--- src/rtl/block_nest_checker_pkg.sv ---
// Shared types and constants for the begin/end nesting checker.
// The keyword-recognition transition function lives here so it can be reused and unit-tested on its own.
package block_nest_pkg;

  typedef enum logic [3:0] {
    ST_IDLE  = 4'd0,
    ST_B     = 4'd1,
    ST_BE    = 4'd2,
    ST_BEG   = 4'd3,
    ST_BEGI  = 4'd4,
    ST_BEGIN = 4'd5,
    ST_E     = 4'd6,
    ST_EN    = 4'd7,
    ST_END   = 4'd8,
    ST_WORD  = 4'd9
  } state_t;

  localparam logic [7:0] CH_SPACE = 8'h20;
  localparam logic [7:0] CH_B     = 8'h62;
  localparam logic [7:0] CH_E     = 8'h65;
  localparam logic [7:0] CH_G     = 8'h67;
  localparam logic [7:0] CH_I     = 8'h69;
  localparam logic [7:0] CH_N     = 8'h6e;
  localparam logic [7:0] CH_D     = 8'h64;

  // Next state for a lower-cased letter; any letter that breaks a keyword falls into WORD.
  function automatic state_t next_alpha(input state_t cur, input logic [7:0] lc);
    state_t nxt;
    nxt = ST_WORD;
    case (cur)
      ST_IDLE: begin
        if (lc == CH_B) begin
          nxt = ST_B;
        end else if (lc == CH_E) begin
          nxt = ST_E;
        end else begin
          nxt = ST_WORD;
        end
      end
      ST_B:    nxt = (lc == CH_E) ? ST_BE   : ST_WORD;
      ST_BE:   nxt = (lc == CH_G) ? ST_BEG  : ST_WORD;
      ST_BEG:  nxt = (lc == CH_I) ? ST_BEGI : ST_WORD;
      ST_BEGI: nxt = (lc == CH_N) ? ST_BEGIN : ST_WORD;
      ST_E:    nxt = (lc == CH_N) ? ST_EN   : ST_WORD;
      ST_EN:   nxt = (lc == CH_D) ? ST_END  : ST_WORD;
      default: nxt = ST_WORD;
    endcase
    return nxt;
  endfunction

endpackage

--- src/rtl/block_nest_checker_classifier.sv ---
// Combinational character classifier: space / letter detection and lower-case folding.
module ascii_classifier
  import block_nest_pkg::*;
(
  input  logic [7:0] in,
  output logic       is_space,
  output logic       is_alpha,
  output logic [7:0] lc
);

  logic is_upper_s;
  logic is_lower_s;

  // Classify the incoming byte and fold upper case onto lower case.
  always_comb begin
    is_space   = (in == CH_SPACE);
    is_upper_s = (in >= 8'h41) && (in <= 8'h5a);
    is_lower_s = (in >= 8'h61) && (in <= 8'h7a);
    is_alpha   = is_upper_s | is_lower_s;
    if (is_upper_s) begin
      lc = in | 8'h20;
    end else begin
      lc = in;
    end
  end

endmodule

--- config.mk ---
export PLATFORM = sky130hd
export DESIGN_NAME = ascii_classifier
export DESIGN_NICKNAME = d
export VERILOG_FILES = /design/src/rtl/block_nest_checker_pkg.sv /design/src/rtl/block_nest_checker_classifier.sv
export SDC_FILE = /design/constraint.sdc
export NUM_CORES = 1
export LEC_CHECK = 0
export CAP_MARGIN = 10
export CORE_AREA = 2 2 39 41
export DETAILED_ROUTE_END_ITERATION = 8
export DIE_AREA = 0 0 41 43
export DONT_BUFFER_PORTS = 1
export GPL_TIMING_DRIVEN = 0
export MAX_ROUTING_LAYER = met4
export PLACE_DENSITY = 0.3
export SETUP_SLACK_MARGIN = 0.3
export SLEW_MARGIN = 25
export SYNTH_ARGS = -nofsm -noshare
export SYNTH_HDL_FRONTEND = slang
export SYNTH_SLANG_ARGS = --single-unit
--- constraint.sdc ---
create_clock -name vclk -period 0.9
set_input_delay 0.09 -clock vclk [all_inputs]
set_output_delay 0.09 -clock vclk [all_outputs]
set_load 0.02 [all_outputs]
## Word level (Yosys, flattened, before mapping)

Index checks and enable logic that the tools add are counted.

| cells by class | value |
|---|---|
| $lt $le $gt $ge | 4 |
| eq/ne operators | 1 |
| multiplexer cells | 1 |
| bitwise logic cells | 1 |
| reduce and logical (&&, ||, !) cells | 2 |

Operators with widths:

| cell | number |
|---|---|
| $ge 8x7->1 const B | 2 |
| $le 8x7->1 const B | 2 |
| $eq 8x6->1 const B | 1 |
| $mux 6 | 1 |
| $logic_and 1x1->1 | 2 |
| $or 1x1->1 | 1 |

| word-level totals | value |
|---|---|
| flip-flop bits (word level) | 0 |
| input port bits | 8 |
| output and inout port bits | 10 |
| logic and storage cells | 9 |

## Longest topological paths before layout

| logic depth | value |
|---|---|
| word-level depth | 3 |
| depth in mapped cells | 3 |
| mapped depth without buffers | 3 |

## Least setup slack after synthesis

Ideal clock, no wire load.

| path | value |
|---|---|
| path kind | input-to-output |
| start | in in[4] |
| end | out lc[5] |
| arrival | 972 ps |
| data required time | 810 ps |
| setup slack | -162 ps |
| stages on the path | 3 |
| path buffers | 0 |
| cell sequence | and2_2 a221oi_2 or2_1 |

| between the ends | value |
|---|---|
| longest elaborated chain between the ends | 3 |
| elaborated cells on any way between the ends | 4 |
| classes of those cells | order compare: 2; mux: 1; reduce/logical: 1 |

Ends and longest elaborated chain:

| element | RTL line | RTL |
|---|---|---|
| start, declared | block_nest_checker_classifier.sv:5 | `input logic [7:0] in,` |
| $ge 8x7->1 or $le 8x7->1 (tied branches) | block_nest_checker_classifier.sv:17 | `is_upper_s = (in >= 8'h41) && (in <= 8'h5a);` |
| $logic_and 1x1->1 * | block_nest_checker_classifier.sv:17 |  |
| $mux 6 * | block_nest_checker_classifier.sv:20 | `if (is_upper_s) begin` |
| end, declared | block_nest_checker_classifier.sv:8 | `output logic [7:0] lc` |

Every way passes the cells marked *; elsewhere a longest branch is shown, timed or not.

## Worst setup path after layout

| path | value |
|---|---|
| start | in in[1] |
| end | out lc[5] |

The elaborated chain is that of the path after synthesis.

==> flow_metrics.py <==
metrics = {
    "yosys": {
        "syn_area_per_cell_sq_um": 8.68,
        "seq_area_frac_synth_pct": 0,
        "syn_area_sq_um": 130,
        "syn_inst": 15,
        "yosysWarnings": 0,
        "syn_nets": 23,
        "ys_types": 9,
    },
    "global_route": {
        "grt_pass1_vias": 122,
        "grtUsageMet1_pct": 5.06,
        "use_met3_pct": 2.09,
        "antenna_found_initial": 0,
        "grtUsageTotal_pct": 4.09,
        "grt_use_met2_pct": 6.25,
        "grt_pass1_wl_um": 517,
        "overflow": 0,
        "grt_max_degree": 4,
        "grt-busiest-layer": "met2",
    },
    "final_layout": {
        "nets": 25,
        "stdcell_count": 31,
        "register_area_sq_um": 0,
        "layout_commonest_cell": "buf_4",
        "final_core_util_pct": 12.0,
        "postLayoutCellArea_sq_um": 166,
        "drive_gt1_share_pct": 80.0,
        "diodes": 0,
        "clock_buffers": 0,
        "synthToLayoutAreaGrowth_pct": 27.9,
        "seq_cell_count": 0,
    },
    "pwr": {
        "p_leak_nw": 0.0655,
        "ir_worst_vdd_mv": 0.119,
        "pwr_density_cell_nw_per_um2": 506,
    },
    "routing": {
        "drt-total-wl_um": 330,
        "wl_per_cell_um": 10.6,
        "first_iter_violations": 1,
        "drc": 0,
        "antenna_left": 0,
        "firstDrtPassIters": 2,
        "vias": 110,
        "viasPerCell": 3.55,
    },
    "die": {
        "rows": 14,
        "fp.dieH_um": 43,
        "die_w_um": 41,
        "design.core.area_sq_um": 1380,
        "dieArea_sq_um": 1760,
        "design.portCount": 18,
        "initial_core_util_pct": 9.40,
    },
    "timing": {
        "finalCritPeriodShare_pct": 107,
        "relSlewSlack_pct": 75.3,
        "hold_violations": 0,
        "fmax_mhz": 1040,
        "slew_viol_final": 0,
        "min_period_ns": 0.962,
        "setup-tns-final_ns": -0.0624,
        "worst_slew_pin_slew_ns": 0.371,
        "rsz0062_at_grt": "yes",
        "setup_viol": 1,
        "setup_slack_ns": -0.0624,
    },
    "min_path": {
        "whs_path_depth": 1,
        "min_from": "in[1]",
        "hp-class": "input port to output port",
        "worst_hold_path.endpoint": "lc[1]",
    },
    "placement": {
        "gp_congestion": 0.522,
        "dpl-instance-area_sq_um": 165,
        "placedCellCount": 31,
        "port_buffers": 0,
    },
    "job": {
        "drv_cap": 0,
    },
    "critical_path": {
        "cp-end-kind": "output port",
        "worstPathArrival_ns": 0.87,
        "required_ns": 0.81,
        "path_class": "input port to output port",
        "worstSetupStartpointType": "input port",
        "worstPathMaxFanout": 3,
    },
    "clock_network": {
        "hold_buffers": 0,
        "post_cts_buffers": 0,
    },
    "outcome": {
        "violations": "negative setup slack",
        "status": "finished with violations",
    },
}
-- what timing repair did --
action	4_1_cts	5_1_grt
endpoints found under the setup margin	3	3
pin swaps	5	0
resized for setup	1	0
-- report_power, final --
part / leakage, nW / internal, mW / switching (mW)
sequential: 0 / 0 / 0
combinational: 0.0655 / 0.0381 / 0.0461
clock: 0 / 0 / 0
total: 0.0655 / 0.0381 / 0.0461
-- critical path, cell delays in order --
cell and delay, ns:
a21o_1 0.18, a221oi_4 0.37, or2_4 0.23
-- cell usage after synthesis --
library cell | count | area [sq um]
and2_2 | 1 | 7.51
nand2b_1 | 1 | 6.26
nor4_4 | 1 | 21.3
a221oi_2 | 1 | 15.0
nor2_1 | 1 | 3.75
a21o_1 | 1 | 7.51
and4b_1 | 1 | 10.0
or2_1 | 1 | 6.26
buf_4 | 7 | 52.6
-- through the flow --
stage / hold WS [ns] / setup WS (ns) / total power [mW]
2_1_floorplan: 0.293 / -0.0389 / 0.0810
3_3_place_gp: 0.296 / -0.0770 / 0.0854
3_5_place_dp: 0.294 / -0.0860 / 0.0848
4_1_cts: 0.294 / -0.0757 / 0.0850
5_1_grt: 0.295 / -0.0998 / 0.0902
6_report: 0.294 / -0.0624 / 0.0841
-- worst max path at each step --
stage                        to  cells past startpoint   from  slack [ns]
final                     lc[5]                      3  in[1]       -0.06
after global routing      lc[5]                      3  in[1]        -0.1
after CTS                 lc[5]                      3  in[1]       -0.08
after detailed placement  lc[5]                      3  in[4]       -0.09
after global placement    lc[5]                      3  in[4]       -0.08
after floorplan           lc[5]                      3  in[4]       -0.04
-- layout make-up --
class,count,area [sq um]
fillers,152,1220
plain buffers,7,52.6
multi-input cells,8,93.8
well taps,16,20.0
-- logic make-up after synthesis --
kind of cell	Yosys count	share of synthesized area [%]
AOI/OAI and AO/OA	2	17.3
buffers and inverters	7	40.4
and+or+nand+nor	6	42.3
-- layer usage --
layer / part of all wire, % / vias up / routed length (um)
met1: 46 / 45 / 151
met4: 0 / 0 / 0
li1: - / 46 / -
met2: 29 / 19 / 97
met3: 25 / 0 / 81
met5: 0 / - / 0
Note: power is estimated with default switching activity, not from simulation.
